File: src/rtl/reg1.sv
// Pipeline stage register / delay line: carries a reg_size-bit word through STAGES flops.
// Latency: STAGES clock cycles; serial_output is driven straight from the last flop.
// Backpressure: none; every rising edge with reset high advances the pipe unconditionally.
module reg1 #(
    parameter int                   reg_size    = 12,
    parameter int                   STAGES      = 1,
    parameter logic [reg_size-1:0]  RESET_VALUE = '0
) (
    input  logic                clk,
    input  logic                reset,
    input  logic [reg_size-1:0] serial_input,
    output logic [reg_size-1:0] serial_output
);

    if (STAGES < 1 || STAGES > 16) begin : g_bad_stages
        $error("reg1: STAGES must be in the range 1..16");
    end

    logic [reg_size-1:0] stage_q [STAGES];
    logic [reg_size-1:0] stage_d [STAGES];

    always_comb begin
        stage_d[0] = serial_input;
        for (int i = 1; i < STAGES; i++) begin
            stage_d[i] = stage_q[i-1];
        end
    end

    // Reset is asynchronous, so an edge coinciding with reset assertion cannot leak data.
    always_ff @(posedge clk or negedge reset) begin
        if (!reset) begin
            for (int i = 0; i < STAGES; i++) begin
                stage_q[i] <= RESET_VALUE;
            end
        end else begin
            for (int i = 0; i < STAGES; i++) begin
                stage_q[i] <= stage_d[i];
            end
        end
    end

    assign serial_output = stage_q[STAGES-1];

endmodule

File: config.mk
export PLATFORM = sky130hd
export DESIGN_NAME = reg1
export DESIGN_NICKNAME = d
export VERILOG_FILES = /design/src/rtl/reg1.sv
export SDC_FILE = /design/constraint.sdc
export NUM_CORES = 1
export LEC_CHECK = 0
export BUFFER_PORTS_ARGS = -buffer_cell sky130_fd_sc_hd__buf_2
export CORE_AREA = 4 4 41 43
export CTS_CLUSTER_DIAMETER = 40
export DETAILED_ROUTE_END_ITERATION = 16
export DIE_AREA = 0 0 45 47
export PLACE_DENSITY = 0.54
export REMOVE_ABC_BUFFERS = 1
export SLEW_MARGIN = 20
export SYNTH_ARGS = -nofsm -noshare
export SYNTH_HDL_FRONTEND = slang
export SYNTH_SLANG_ARGS = --single-unit
File: constraint.sdc
create_clock -name clk -period 0.89 [get_ports clk]
set_clock_uncertainty 0.15 [all_clocks]
set_input_delay 0.1335 -clock clk [delete_from_list [all_inputs] [get_ports clk]]
set_output_delay 0.1335 -clock clk [all_outputs]
set_load 0.05 [all_outputs]
Word level (Yosys, flattened, before mapping). Index checks and enable logic that the tools add are counted.

Flip-flop bits (word level): 12. Input port bits: 14. Output and inout bits: 12. Logic and storage cells: 1.

Depth between registers and ports, before layout. Gate-level depths: netlist (run 1).

Depth in word-level cells: 0. Gate-level depth with buffers: 0. Gate-level depth less buffers: 0.

Worst setup path before layout (run 1). Ideal clock, no wire load.

Kind: register -> output. Start: register stage_q (netlist bit serial_output[0]). End: output port serial_output[0]. Arrival time: 0.586 ns. Data required time: 0.606 ns. Setup slack: 0.021 ns. Stages on the path, launching flop included: 1. Buffers on the path: 0. Cell sequence: dfrtp_1.

RTL lines: start, declared (line 19) `logic [reg_size-1:0] stage_q [STAGES];`; start signal, assigned by index (line 37) `stage_q[i] <= stage_d[i];`; end, declared (line 12) `output logic [reg_size-1:0] serial_output`.

No word-level cell between the ends.

Worst setup path after layout (run 1).
Start: register stage_q (netlist bit serial_output[8]). End: output port serial_output[8].

No word-level cell between the ends.

==> results of run 1 <==
==> layout make-up <==
cell class              count  share of cell area
clock buffers               3              0.0335
well taps                  15              0.0279
flip-flops and latches     12               0.447
repair buffers             38               0.492
==> layer usage <==
metal,vias to the layer above,share of wire,global-route usage
met5,-,0,0
met4,0,0,0.0175
met3,0,0.21,0.0881
met2,25,0.51,0.158
met1,106,0.28,0.0569
li1,118,-,-
==> power groups by stage <==
stage	logic (uW)	registers (uW)	clock network (uW)
6_report	245	586	299
5_1_grt	259	587	359
4_1_cts	247	586	319
3_5_place_dp	169	589	0
3_3_place_gp	169	588	0
2_1_floorplan	0	692	0
==> synth_stat cells <==
library cell | instances | area share
sky130_fd_sc_hd__dfrtp_1 | 12 | 1.0
==> worst min-delay path by stage <==
stage	from	endpoint	slack [ns]
after global routing	reset	serial_output[0]$_DFF_PN0_	0.15
after CTS	reset	serial_output[0]$_DFF_PN0_	0.13
final	reset	serial_output[9]$_DFF_PN0_	0.13
after floorplan	reset	serial_output[0]$_DFF_PN0_	-0.31
after detailed placement	reset	serial_output[0]$_DFF_PN0_	-0.13
after global placement	reset	serial_output[0]$_DFF_PN0_	-0.13
==> per-stage QoR <==
step                      std cells  setup TNS, ns
after floorplan                  12              0
after global placement           52              0
after detailed placement         52              0
after CTS                        68          -2.28
after global routing             68          -2.63
final                            68          -2.11
==> cells by family after synthesis <==
logic type	after synthesis
DFF	12
==> repair_timing <==
| action | CTS | global route |
|---|---|---|
| endpoints found under the hold margin | 24 | 0 |
| gates resized for setup | 24 | 0 |
| setup endpoints to repair | 12 | 12 |
| hold buffers | 13 | 0 |
==> impl_summary.md, run 1 <==
Clock tree
The maximum buffer depth of the clock tree is 2. The TritonCTS clock tree is yes. The CTS clock-pin slew for the worst setup and hold paths is 0.06 ns.

The clock sink total is 12. Clock tree synthesis inserted a total of 3 buffers. The cell chosen for the clock root is sky130_fd_sc_hd__clkbuf_4. Once the clock tree was built, the setup fixing pass inserted 0 buffers. The maximum level of the CTS H-tree is 1.

Worst setup path
Traced cell by cell, the critical path runs through buf_6. By startpoint and endpoint, the worst setup path is classified as reg -> out. In this design, the stage delay of the slowest critical-path cell is 0.38 ns.

Following the worst setup path forward leads to its endpoint at serial_output[8]. The total stage count of the critical path is 1. The dominant delay contributor by cell family on the critical path is flip-flops. STA puts the critical path data arrival time at 0.79 ns. The data required time of the critical path is 0.61 ns. The maximum net fanout on the critical path is 1. The largest individual stage delay along the critical path comes from the cell sky130_fd_sc_hd__dfrtp_1. The beginning of the critical path is serial_output[8]$_DFF_PN0_. The kind of capture point of the worst setup path is an output port. The sum of buffers and inverters on the critical path is 1. The kind of launch point of the worst setup path is a flop.

Floorplanning
The initial utilization of the core area, before any placement, comes to 0.231. The cell row count is 13. The height of the die is 47 microns. The die covers 2120 sq um. The die outline width is 45 microns.

The floorplan step defined a core boundary enclosing 1300 sq um. 26 I/O pins were placed.

Synthesis
After synthesis the netlist holds a flip-flop and latch count of 12. The synthesized-area fraction occupied by xor and xnor cells is 0. The total standard cell area after synthesis is 300 sq um. The area share of and/or/nand/nor cells after synthesis is 0. The mean post-synth cell area is 25.0 sq um. The post-synthesis compound-gate area fraction is 0. The Yosys step of the flow raised 0 warnings.

Of the total synthesized cell area, the portion taken by full adders, half adders and majority gates is 0. The multiplexer area fraction after synthesis is 0. The count of mapped cells out of synthesis is 12. In this run, distinct cell masters in the synthesized netlist total 1. For this run, the register share of the synthesized area comes to 1.00.

Timing
The slack of the critical path is -0.186 ns. The maximum clock frequency is 929 MHz. The final critical path time including I/O delays and setup is 1.08 ns. Setup repair after global routing could not meet its margin everywhere.

In this run the tightest slew margin relative to its limit is 0.832. The final hold violation count was 0. At the pin with the least slew margin, the transition time is 0.253 ns. The final number of setup-violating endpoints is 12.

The final clock period utilization by the worst path is 1.21. The number of pins exceeding their max-slew limit in the final report is 0. On the final layout, the worst hold slack is 0.131 ns.

Route
The first-pass iteration count of the detailed router is 1. Wires add up to 723 microns. The count of antenna-violating nets left after detailed routing is 0. The total DRC errors in the routed layout is 0. The via count normalized by instance count is 3.66. The starting DRC count in detailed routing is 0. Dividing the detail-routed wire length by the instance count gives 10.6 microns. The routed layout has 249 vias.

Placement
The standard cell area after detailed placement is 444 sq um. The half-perimeter wire length after detailed placement is 477 microns. The congestion estimate from routability-driven global placement came to 0.597. The port buffer count is 25. The post-place setup slack is 0.0321 ns.

Layout
The layout-stage area growth over the synthesis result is 124%. In the layout the commonest cells are 13 x sky130_fd_sc_hd__dlygate4sd3_1, 13 x sky130_fd_sc_hd__buf_2, 12 x sky130_fd_sc_hd__buf_6, 12 x sky130_fd_sc_hd__dfrtp_1, 3 x sky130_fd_sc_hd__clkbuf_4. The final cell utilization of the core is 0.516. The multi-input gate area in the final layout is 0 sq um.

Of the cells placed in the final design, the portion with a size suffix greater than 1 is 0.528. The sequential cell area is 300 sq um. After routing the design area is 672 sq um. The filler cells instantiated in the layout total 111. In the layout the tool counted multi-input logic cells amounting to 0. The number of antenna diodes in the final layout is 0. The flip-flop count of the largest register, all copies and words added is 12. In the final design database the tool counted 69 nets.

Power
The total leakage power is 0.000332 uW. The internal power of the cells is 839 uW. The worst-case vdd ir drop is 1.31 mV.

The share of total power dissipated in the clock network is 0.265. The net switching power of the design is 291 uW. For this design the ratio of total power to cell area is 1680 nW/um^2. Of the total power, the share spent switching nets is 0.258. The total power consumption of the routed design is 1130 uW. The power share of the combinational group is 0.217. The part of the power in registers is 0.518.

GRT
Entering global routing, the biggest net connects 13 pins. Across every metal layer, demand over resource in global routing totals 0.0849. The first-pass GRT wire length is 1.17 mm. Global routing finished with a remaining overflow of 0. The number of global-route vias before repair was 315.

The initial antenna violation count is 0.

Outcome
The flow ran to the end, but the final reports show violations. The checks that failed: negative setup slack.

Job
Across the run, the number of max-cap violations was 0.

Min path
The type of the most critical hold path is in -> async.
No activity file was read; power rests on OpenSTA's default activity.
==> inputs of run 2 (changes only) <==
--- a/config.mk
+++ b/config.mk
@@ -6,11 +6,11 @@
 export NUM_CORES = 1
 export LEC_CHECK = 0
 export BUFFER_PORTS_ARGS = -buffer_cell sky130_fd_sc_hd__buf_2
-export CORE_AREA = 4 4 41 43
+export CORE_AREA = 2 2 39 41
 export CTS_CLUSTER_DIAMETER = 40
 export DETAILED_ROUTE_END_ITERATION = 16
-export DIE_AREA = 0 0 45 47
-export PLACE_DENSITY = 0.54
+export DIE_AREA = 0 0 41 43
+export PLACE_DENSITY = 0.57
 export REMOVE_ABC_BUFFERS = 1
 export SLEW_MARGIN = 20
 export SYNTH_ARGS = -nofsm -noshare
==> run 2 against run 1 <==
Effect of this change:
- critical path depth unchanged
- clock-buffer cell count rose by 1
- core utilization down 2.0 points
- the run still ends with negative setup slack left
- critical endpoint is now serial_output[11]
- sequential power about the same
- first-iteration DRC count is the same
==> impl_summary.md, run 2 (same netlist as run 1, synthesis figures left out) <==
Clock tree
The CTS clock-pin slew for the worst setup and hold paths is 0.07 ns. Post-CTS timing repair inserted 0 buffers for setup. The cell sitting at the root of the clock tree is a sky130_fd_sc_hd__clkbuf_4. The number of clock buffers inserted by TritonCTS is 3. The TritonCTS clock tree is yes. The maximum level of the CTS H-tree is 1. The tree built by TritonCTS fans out to 12 sinks. The maximum buffer depth of the clock tree is 2.

Route
The via count normalized by instance count is 3.70. Once detail routing completed, the nets flagged for antenna violations numbered 0. The total DRC errors in the routed layout is 0. The routed design has 754 microns of wire. The detail-routed net length per standard cell is 10.8 microns. The total number of vias is 259. For this run, the detailed router's first-pass iteration total came to 1. The starting DRC count in detailed routing is 0.

Timing
The number of pins exceeding their max-slew limit in the final report is 0. Setup repair after global routing could not meet its margin everywhere. The final hold violation count was 0. At the pin with the least slew margin, the transition time is 0.261 ns.

Setup violations remaining at the end of the flow were counted as 12. In the post-route analysis, the smallest setup slack over all paths is -0.202 ns. The worst relative slew slack is 0.826. The final critical path time including I/O delays and setup is 1.09 ns. The maximum clock frequency is 916 MHz. Dividing the final minimum period by the clock period gives 1.23. Setup total negative slack on the finished layout was measured at -2.24 ns.

Floorplanning
The die outline width is 41 microns. In this run the standard cell core region covers 1380 sq um. Measured along the y axis, the die boundary spans 43 microns. The cell row count is 14.

For this configuration, the core starts out at a cell density of 0.217. During I/O placement, the number of pins put on the boundary was 26. The die area is 1760 sq um.

GRT
The initial antenna violation count is 0. The number of global-route vias before repair is 295. The first-pass GRT wire length is 1.09 mm. The maximum number of pins on one net before global-route repair is 13. The global-route total usage across every layer is 0.105. Global routing finished with a remaining overflow of 0.

Worst setup path
The stage delay of the slowest cell on the critical path is 0.39 ns. The worst setup path is of the reg -> out kind. The worst setup path endpoint is serial_output[11]. STA classifies the critical path endpoint as an output port. The cell at the slowest stage of the critical path is sky130_fd_sc_hd__dfrtp_1. Along the worst path, the maximum fanout reaches 1. The signal on the critical path passes through buf_6. The data required time of the critical path is 0.61 ns. STA puts the critical path data arrival time at 0.81 ns. STA classifies the critical path startpoint as a flop. The total stage count of the critical path is 1. The beginning of the critical path is serial_output[11]$_DFF_PN0_. The dominant delay contributor by cell family on the critical path is flip-flops. The sum of buffers and inverters on the critical path is 1.

Power
Summed over all cells, the static leakage comes to 0.000339 uW. The power density normalized to cell area is 1820 nW/um^2. The design draws 1250 uW.

The analysis attributes to net switching a power of 318 uW. Of the total power, registers draw 0.469. The power share of the combinational group is 0.197.

The share of total power in the clock network is 0.334. The internal power of the cells totals 931 uW. The worst-case vdd ir drop is 1.05 mV. The net switching share of the total power is 0.255.

Layout
The number of multi-input combinational cells in the layout is 0. The layout cell share with drive strength beyond 1 is 0.537. The flip-flop count of the largest register, all copies and words added is 12. Compared with the post-synthesis result, the final layout area differs by 129%. In the final layout, flip-flops and latches occupy 300 sq um.

The top cell types in the final layout, fill and taps aside, are 13 x sky130_fd_sc_hd__dlygate4sd3_1, 13 x sky130_fd_sc_hd__buf_2, 12 x sky130_fd_sc_hd__buf_6, 12 x sky130_fd_sc_hd__dfrtp_1, 3 x sky130_fd_sc_hd__clkbuf_4. The multi-input combinational cells in the finished layout cover a total of 0 sq um. The number of antenna diodes in the final layout is 0. The count of filler cells inserted in the layout is 120. The net count of the finished layout is 69.

Job
The total of max-cap violations is 0.

Outcome
The final reports fail on negative setup slack. The run finished, with violations left.

Placement
The port buffer count is 25. The weighted congestion at the end of routability-driven global placement is 0.631.

Min path
The worst hold path belongs to the class in -> async.
==> run 2: cell count changes in the layout (fill, tap and decap cells not counted) <==
cell / before / now
sky130_fd_sc_hd__clkbuf_8: 0 / 1
==> run 2: through the flow <==
stage | hold slack (ns) | instance area (sq um) | setup slack, ns | std cells | utilization
after floorplan | -0.312 | 300 | 0.0206 | 12 | -
after global placement | -0.133 | 445 | 0.0481 | 53 | 0.322
after detailed placement | -0.129 | 445 | 0.0325 | 53 | 0.322
after CTS | 0.110 | 687 | -0.215 | 70 | 0.496
after global routing | 0.155 | 687 | -0.230 | 70 | 0.496
final | 0.119 | 687 | -0.202 | 70 | 0.496
==> run 2: worst min path at each step <==
stage | from | cells after the start | slack (ns) | to
final | reset | 2 | 0.12 | serial_output[0]$_DFF_PN0_
after global routing | reset | 2 | 0.16 | serial_output[0]$_DFF_PN0_
after CTS | reset | 2 | 0.11 | serial_output[2]$_DFF_PN0_
after detailed placement | reset | 1 | -0.13 | serial_output[0]$_DFF_PN0_
after global placement | reset | 1 | -0.13 | serial_output[0]$_DFF_PN0_
after floorplan | reset | 0 | -0.31 | serial_output[0]$_DFF_PN0_
==> run 2: final cells by class <==
cell class,count,area share
clock buffer,4,0.0528
sequential,12,0.437
tap,16,0.0291
timing repair buffer,38,0.481
==> run 2: routing by layer <==
metal | GRT usage | part of all wire
met4 | 0.100 | 0.011
met5 | 0 | 0
met2 | 0.156 | 0.46
met1 | 0.0881 | 0.37
met3 | 0.0628 | 0.16
==> run 2: power groups by stage <==
| stage | sequential [uW] | combinational [uW] | clock [uW] |
|---|---|---|---|
| 2_1_floorplan | 692 | 0 | 0 |
| 3_3_place_gp | 588 | 169 | 0 |
| 3_5_place_dp | 589 | 170 | 0 |
| 4_1_cts | 585 | 248 | 441 |
| 5_1_grt | 587 | 260 | 458 |
| 6_report | 585 | 246 | 417 |
==> run 2: timing repair <==
action,CTS,global route
hold buffers,13,0
endpoints found under the setup margin,12,12
cloned,0,0
gates resized for setup,24,0
endpoints found under the hold margin,24,0
